$ cat config.mk
export PLATFORM = sky130hd
export DESIGN_NAME = multi_rate_tick_gen
export DESIGN_NICKNAME = d
export VERILOG_FILES = /design/src/rtl/multi_rate_tick_gen_pkg.sv /design/src/rtl/multi_rate_tick_gen_channel.sv /design/src/rtl/multi_rate_tick_gen.sv
export SDC_FILE = /design/constraint.sdc
export NUM_CORES = 1
export LEC_CHECK = 0
export CAP_MARGIN = 20
export CELL_PAD_IN_SITES_DETAIL_PLACEMENT = 0
export CELL_PAD_IN_SITES_GLOBAL_PLACEMENT = 1
export CORE_AREA = 2 2 182 184
export CTS_CLUSTER_SIZE = 10
export DETAILED_ROUTE_END_ITERATION = 12
export DIE_AREA = 0 0 184 186
export DONT_BUFFER_PORTS = 1
export PLACE_DENSITY_LB_ADDON = 0.2
export SLEW_MARGIN = 0
export SYNTH_ARGS = -nofsm -noshare
export SYNTH_HDL_FRONTEND = slang
export SYNTH_SLANG_ARGS = --single-unit
$ cat constraint.sdc
create_clock -name clk -period 4.25 [get_ports clk]
set_input_delay 0.425 -clock clk [delete_from_list [all_inputs] [get_ports clk]]
set_output_delay 0.425 -clock clk [all_outputs]
set_load 0.03 [all_outputs]
$ cat src/rtl/multi_rate_tick_gen_pkg.sv
// Shared definitions for the multi-rate tick generator: channel index width
// helper and the per-channel flag state.
package tick_gen_pkg;

  function automatic int ch_width(input int n);
    return (n <= 1) ? 1 : $clog2(n);
  endfunction

  typedef struct packed {
    logic pend;
    logic tick;
    logic phase;
  } ch_flags_t;

endpackage

$ cat src/rtl/multi_rate_tick_gen_channel.sv
// One divider channel: down-counter with shadowed ratio, emits a one-cycle
// tick and a 50% phase wave per period.
module tick_channel
  import tick_gen_pkg::*;
#(
  parameter int DIV_W     = 16,
  parameter int RESET_DIV = 1
) (
  input  logic             clk,
  input  logic             rst_n,
  input  logic             en,
  input  logic             we,
  input  logic [DIV_W-1:0] wdiv,
  input  logic             sync,
  output logic             tick,
  output logic             phase
);

  typedef logic [DIV_W-1:0] div_t;

  div_t      div, shadow, cnt, sync_div;
  ch_flags_t st;

  function automatic div_t reload(input div_t d);
    return (d == '0) ? '0 : d - div_t'(1);
  endfunction

  // A write in the sync cycle is folded in, so it always becomes the new ratio.
  always_comb sync_div = we ? wdiv : (st.pend ? shadow : div);

  always_ff @(posedge clk or negedge rst_n) begin
    if (!rst_n) begin
      div    <= div_t'(RESET_DIV);
      cnt    <= div_t'(RESET_DIV - 1);
      shadow <= '0;
      st     <= '0;
    end else if (sync) begin
      div      <= sync_div;
      cnt      <= reload(sync_div);
      st       <= '0;
    end else if (we && div == '0) begin
      div      <= wdiv;
      cnt      <= reload(wdiv);
      st.pend  <= 1'b0;
      st.tick  <= 1'b0;
    end else begin
      st.tick <= 1'b0;
      if (en && div != '0) begin
        if (cnt != '0) begin
          cnt <= cnt - div_t'(1);
        end else begin
          st.tick  <= 1'b1;
          st.phase <= ~st.phase;
          cnt      <= reload(st.pend ? shadow : div);
          if (st.pend) begin
            div     <= shadow;
            st.pend <= 1'b0;
          end
        end
      end
      // Placed after the wrap so a write on the wrap edge stays pending.
      if (we) begin
        shadow  <= wdiv;
        st.pend <= 1'b1;
      end
    end
  end

  assign tick  = st.tick;
  assign phase = st.phase;

endmodule

$ cat src/rtl/multi_rate_tick_gen.sv
// Multi-rate timebase: NUM_CH programmable clock-enable tick channels,
// config write decode and invalid-channel error flag.
module multi_rate_tick_gen
  import tick_gen_pkg::*;
#(
  parameter int  NUM_CH    = 4,
  parameter int  DIV_W     = 16,
  parameter int  RESET_DIV = 1,
  localparam int CH_W      = ch_width(NUM_CH)
) (
  input  logic              clk,
  input  logic              rst_n,
  input  logic              cfg_we,
  input  logic [CH_W-1:0]   cfg_ch,
  input  logic [DIV_W-1:0]  cfg_div,
  input  logic              sync_all,
  input  logic [NUM_CH-1:0] ch_en,
  output logic [NUM_CH-1:0] tick,
  output logic [NUM_CH-1:0] phase,
  output logic              cfg_err
);

  logic ch_bad;
  assign ch_bad = int'(cfg_ch) >= NUM_CH;

  for (genvar i = 0; i < NUM_CH; i++) begin : g_ch
    tick_channel #(
      .DIV_W     (DIV_W),
      .RESET_DIV (RESET_DIV)
    ) u_ch (
      .clk   (clk),
      .rst_n (rst_n),
      .en    (ch_en[i]),
      .we    (cfg_we && cfg_ch == CH_W'(i)),
      .wdiv  (cfg_div),
      .sync  (sync_all),
      .tick  (tick[i]),
      .phase (phase[i])
    );
  end

  always_ff @(posedge clk or negedge rst_n) begin
    if (!rst_n) cfg_err <= 1'b0;
    else        cfg_err <= cfg_we && ch_bad;
  end

endmodule

# Word-level counts from Yosys, hierarchy flattened
# Cells that the tools add are included.
classes:
  shift: 0
  n_div: 0
  magnitude_cmp: 0
  mul: 0
  reduce_logical: 62
  n_bitwise: 9
  add_sub_neg: 13
  muxes: 73
  eq_ne: 19
ops:
  columns: ["op", "count"]
  rows:
  - ["16-bit two-way mux", 49]
  - ["16-bit zero test", 13]
  - ["16-bit by 1-bit subtractor with 16-bit output, second input constant", 13]
  - ["16-bit nonzero test", 8]
  - ["3-bit two-way mux", 12]
  - ["3-bit AND reduction", 8]
  - ["2-bit inequality test, second input constant", 8]
  - ["4-bit by 2-bit inequality test with 1-bit output, second input constant", 4]
  - ["2-bit AND reduction", 8]
  - ["4-bit nonzero test", 4]
  - ["1-bit logical AND", 12]
  - ["3-bit by 2-bit inequality test with 1-bit output, second input constant", 4]
  - ["3-bit nonzero test", 4]
  - ["1-bit NOT", 9]
  - ["1-bit two-way mux", 8]
  - ["2-bit two-way mux", 4]
  - ["2-bit nonzero test", 4]
  - ["2-bit equality test, second input constant", 2]
  - ["2-bit by 1-bit equality test with 1-bit output, second input constant", 1]
  - ["2-bit zero test", 1]
totals:
  n_memories: 0
  regBits: 204
  rom_bits: 0
  input_bits: 26
  latchBits: 0
  ramBits: 0
  output_inout_bits: 9

# Logic depth before layout (Yosys ltp)
depth:
  word_depth: 7
  mapped_depth: 14
  mapped_depth_nobuf: 10

# Cells and area by module
# From an unflattened synthesis, not the netlist that was laid out.
hier_totals:
  hier_cells: 2005
  area_unflattened_um2: 17576.9
by_module_without_submodules:
  columns: ["module", "instances", "seq_area_each_um2", "cells_each", "area_per_inst_um2"]
  rows:
  - ["tick_channel at g_ch[2].u_ch", 1, 1277.5, 545, 4528.1]
  - ["tick_channel at g_ch[3].u_ch", 1, 1277.5, 494, 4360.4]
  - ["tick_channel at g_ch[0].u_ch", 1, 1277.5, 494, 4325.4]
  - ["tick_channel at g_ch[1].u_ch", 1, 1277.5, 466, 4314.1]
  - ["multi_rate_tick_gen", 1, 0.0, 6, 48.8]

# Least setup slack after synthesis
# OpenSTA, ideal clock, no wires.
synth_timing:
  path_type: "flip-flop to flip-flop"
  startpoint: "reg g_ch[2].u_ch.st[2] (netlist bit)"
  endpoint: "reg g_ch[2].u_ch.cnt[6]"
  required_time_ps: 4124
  stages_incl_launch_ff: 13
  t_arrival_ps: 3301
  n_path_buf: 4
  slack_ps: 823
  setup_time_ps: 126
  cell_sequence: "dfrtp_1 -> buf_2 -> buf_2 -> buf_2 -> buf_1 -> mux2i_1 -> ha_1 -> o221ai_1 -> nor3b_1 -> a31oi_4 -> a221oi_1 -> nor3_1 -> a221o_1"
synth_via:
  elab_chain_cells: 7
  elab_cells_between_ends: 12
synth_lines:
  columns: ["item", "line_no", "rtl"]
  rows:
  - ["start, declared", "multi_rate_tick_gen_channel.sv:22", "ch_flags_t st;"]
  - ["16-bit two-way mux *", "multi_rate_tick_gen_channel.sv:29, multi_rate_tick_gen_channel.sv:54", null]
  - ["16-bit by 1-bit subtractor with 16-bit output / 16-bit zero test (equally long branches)", "multi_rate_tick_gen_channel.sv:25", "return (d == '0) ? '0 : d - div_t'(1);"]
  - ["16-bit two-way mux", "multi_rate_tick_gen_channel.sv:25", null]
  - ["16-bit two-way mux", "multi_rate_tick_gen_channel.sv:49", "if (cnt != '0) begin"]
  - ["16-bit two-way mux", "multi_rate_tick_gen_channel.sv:48", "if (en && div != '0) begin"]
  - ["16-bit two-way mux", "multi_rate_tick_gen_channel.sv:41", "end else if (we && div == '0) begin"]
  - ["16-bit two-way mux *", "multi_rate_tick_gen_channel.sv:37", "end else if (sync) begin"]
  - ["end signal, assigned", "multi_rate_tick_gen_channel.sv:39", "cnt <= reload(sync_div);"]
  - ["end signal, assigned", "multi_rate_tick_gen_channel.sv:43", "cnt <= reload(wdiv);"]
  - ["end signal, assigned", "multi_rate_tick_gen_channel.sv:50", "cnt <= cnt - div_t'(1);"]
  - ["end, declared", "multi_rate_tick_gen_channel.sv:21", "div_t div, shadow, cnt, sync_div;"]
# Every way passes the cells marked *; elsewhere a longest branch is shown, timed or not. The select of a mux whose other input is x is not followed.
# A chain may end at the register's enable or synchronous reset.

# Worst setup path in the final report
layout_timing:
  startpoint: "reg g_ch[0].u_ch.st[2] (netlist bit)"
  endpoint: "reg g_ch[0].u_ch.cnt[15]"
layout_via:
  elab_chain_cells: 7
  elab_cells_between_ends: 12
layout_lines:
  columns: ["item", "line_no"]
  rows:
  - ["start, declared", "multi_rate_tick_gen_channel.sv:22"]
  - ["16-bit two-way mux *", "multi_rate_tick_gen_channel.sv:29, multi_rate_tick_gen_channel.sv:54"]
  - ["16-bit by 1-bit subtractor with 16-bit output / 16-bit zero test (equally long branches)", "multi_rate_tick_gen_channel.sv:25"]
  - ["16-bit two-way mux", "multi_rate_tick_gen_channel.sv:25"]
  - ["16-bit two-way mux", "multi_rate_tick_gen_channel.sv:49"]
  - ["16-bit two-way mux", "multi_rate_tick_gen_channel.sv:48"]
  - ["16-bit two-way mux", "multi_rate_tick_gen_channel.sv:41"]
  - ["16-bit two-way mux *", "multi_rate_tick_gen_channel.sv:37"]
  - ["end signal, assigned", "multi_rate_tick_gen_channel.sv:39"]
  - ["end signal, assigned", "multi_rate_tick_gen_channel.sv:43"]
  - ["end signal, assigned", "multi_rate_tick_gen_channel.sv:50"]
  - ["end, declared", "multi_rate_tick_gen_channel.sv:21"]
# Marks and branches as above.

==> impl_metrics.csv <==
group,metric,value,unit
cts,cts_setup_buffers,0,
synth,synthArstFlopShare,100.0,%
cts,insertion_delay,570,ps
finish,final_nets,1970,
route,post_drt_wl_per_cell,24.66,um
placed_design,placed_cell_area,16300,um^2
global_route,grt_first_pass_wirelength,89130,um
sta,rsz0062_at_grt,"false",
finish,syn_to_final_growth,8.084,%
floorplan,die_area,34220,um^2
route,top_layer_used,"met5",
outcome,status,"complete, but fails checks",
sta,fin_tns_setup,0,ps
route,via_count,15416,
worst_setup_path,r2r_cells,8,
worst_setup_path,r2r-start,"g_ch[0].u_ch.st[2]",
cts,clk_path_buf_depth,3,
placed_design,place.detailed.hpwl,39750,um
worst_setup_path,critPathSlowestCell,"dfrtp_1",
synth,synth-edff-count,0,
synth,ys_warn_count,0,
synth,synth_cell_type_count,84,
worst_setup_path,critPathKind,"flip-flop to flip-flop",
cts,cts_resized,0,
sta,max_slew_margin,26.40,%
route,drt_pre_antenna_iters,6,
synth,synth_area_leaders,"dfrtp_1, xnor2_1, nor2_1, mux2i_1, mux2_2",
route,first_iter_violations,1424,
worst_setup_path,cp.arrival,3810,ps
cts,cts_sinks,204,
outcome,violations,"negative hold slack",
finish,layout_commonest_cell,"nor2_1",
route,drc,0,
finish,final_cell_mix,"nor2_1, dfrtp_1, nand2_1",
finish,fillCellCount,3127,
route,wl_met3,5249,um
sta,fin_crit_sh,79.45,%
power_and_ir_drop,leakage,0.006366,uW
cts,hold_buffers,13,
synth,yosysTopAreaCell,"dfrtp_1",
synth,synth_top_area_share,31.37,%
route,wl_met1,24430,um
power_and_ir_drop,powerDensity,425.5,nW/um^2
hold_path,hold_path.class,"input port to asynchronous set/reset pin",
sta,whs,-450.2,ps
synth,synthFlopType,"dfrtp_1",
route,ant_nets,0,
floorplan,num_rows,66,
run,cap_viol_max_count,0,
floorplan,coreArea,32210,um^2
finish,antenna_cells,0,
synth,avgSynthCellArea,8.096,um^2
synth,synth.cell_area,15960,um^2
power_and_ir_drop,peakVddDrop,0.4002,mV
cts,h-tree-depth,1,
worst_setup_path,startpoint,"g_ch[0].u_ch.st[2]",
global_route,track_usage,34.13,%
worst_setup_path,end_kind,"flip-flop",
floorplan,boundaryPins,35,
placed_design,io_buffer_count,0,
finish,final_layout_size_suffix_gt1_share,9.851,%
sta,maxSlewViolCount,0,
placed_design,place.gp.congestion,0.9634,
floorplan,die_w,184,um
floorplan,die_y,186,um
global_route,grt_max_degree,205,
route,wl_met2,26050,um
sta,fmax,296.2,MHz
cts,cts_buffers,26,
worst_setup_path,crit_path_max_incr_delay,780,ps
synth,synthCells,1971,
global_route,antenna_found_initial,0,
global_route,first_global_vias,14749,
cts,clkTransAtPathRegs,60,ps
route,viasPerCell,6.541,
floorplan,initial_utilization,49.55,%
worst_setup_path,crit_required,4690,ps
sta,period_needed,3377,ps
worst_setup_path,worst-path-max-fanout,19,
finish,final_cell_area,17250,um^2
global_route,grt.overflow.total,0,
sta,worst_pin_slew,1100,ps
cts,cts_tree,"built",
route,wirelength,58120,um
sta,finalSetupViolCount,0,
synth,syn_nets,2011,
synth,ys_seq_area_share,32.02,%
sta,finClkSkew,22.61,ps
sta,finalHoldViolCount,203,
worst_setup_path,crit_path_start_kind,"flip-flop",
worst_setup_path,crit_chain,"mux2i_1, ha_1, nand2_1, nor4_1, a31o_2, nor2_1, a211o_1, o22a_1",
synth,ys_ff_latch,204,
cts,cts-root-buf,"clkbuf_16",
==> metal layers <==
metal / vias to the layer above / GRT usage [%]
met4: 2 / 12.99
met5: - / 1.333
met1: 7424 / 45.51
met3: 131 / 7.024
met2: 736 / 54.46
li1: 7123 / -
==> synth_stat cells, types with 19 or more instances <==
library cell,count
mux2_2,67
xor2_1,53
nand3_1,42
o21ai_0,130
mux2i_1,80
a22oi_1,19
o221ai_1,20
nor3_1,83
xnor2_1,105
nand2_1,198
nor4_1,36
dfrtp_1,200
a21oi_1,126
nor2_1,243
clkbuf_1,94
inv_1,32
nor3b_1,23
o22ai_1,53
==> power breakdown <==
group / switching [uW] / leakage (uW) / internal, uW / total (uW)
Clock: 874 / 0.000401 / 1260 / 2140
Sequential: 530 / 0.00239 / 2380 / 2910
Combinational: 1270 / 0.00358 / 1020 / 2290
Total: 2670 / 0.00637 / 4670 / 7340
==> flip-flops by register name, indices dropped and copies added (netlist names) <==
| name | flops |
|---|---|
| g_ch.u_ch.cnt | 64 |
| g_ch.u_ch.div | 64 |
| g_ch.u_ch.st | 4 |
| g_ch.u_ch.tick | 4 |
| g_ch.u_ch.shadow | 64 |
| g_ch.u_ch.phase | 4 |
==> logic make-up (layout without fill, tap and decap cells) <==
| group | Yosys count | after routing | synth area share [%] |
|---|---|---|---|
| simple gates | 766 | 766 | 23.23 |
| compound gates | 517 | 517 | 20.96 |
| flops | 204 | 204 | 32.02 |
| other cells | 1 | 1 | 0.02350 |
| fa+ha+maj | 14 | 14 | 1.098 |
| mux | 147 | 147 | 9.747 |
| buf+inv | 164 | 142 | 4.242 |
| xor+xnor | 158 | 158 | 8.672 |
==> final cells by class <==
type | count | area, um^2 | area share, %
Clock buffer | 44 | 799.5 | 4.636
Clock inverter | 3 | 15.01 | 0.08706
Inverter | 33 | 123.9 | 0.7182
Multi-Input combinational cell | 1603 | 10190 | 59.08
Sequential cell | 204 | 5110 | 29.63
Tap cell | 408 | 510.5 | 2.960
Timing Repair Buffer | 62 | 498.0 | 2.887
==> critical path: cells and delay by family, from the launching register on <==
kind	cells	cell delay (ps)
AO/OA/AOI/OAI	3	930
adder cells (fa/ha/maj)	1	270
flip-flops	1	780
multiplexers	1	550
AND/OR/NAND/NOR	3	720
==> path summary, 6_finish.rpt <==
| path | end | slack, ps |
|---|---|---|
| max in group asynchronous | g_ch[1].u_ch.cnt[7] | 4150 |
| max | g_ch[0].u_ch.cnt[15] | 870 |
| min reg2reg | g_ch[2].u_ch.shadow[14] | 510 |
| min | g_ch[3].u_ch.div[13] | -450 |
| min in group clk | g_ch[1].u_ch.shadow[12] | 20 |
| max reg2reg | g_ch[0].u_ch.cnt[15] | 870 |
==> metrics by stage <==
step / std cells / setup slack, ps / hold slack (ps) / power [uW] / utilization [%]
detailed placement: 2297 / 914.2 / 134.4 / 5149 / 50.62
global route: 2357 / 619.1 / -468.0 / 7761 / 53.55
CTS: 2357 / 885.1 / -469.9 / 7323 / 53.55
finish: 2357 / 873.4 / -450.2 / 7338 / 53.55
global placement: 2297 / 953.9 / 135.2 / 5117 / 50.62
floorplan: 1971 / 823.3 / 129.4 / 4517 / -
(Power assumes the default switching activity.)
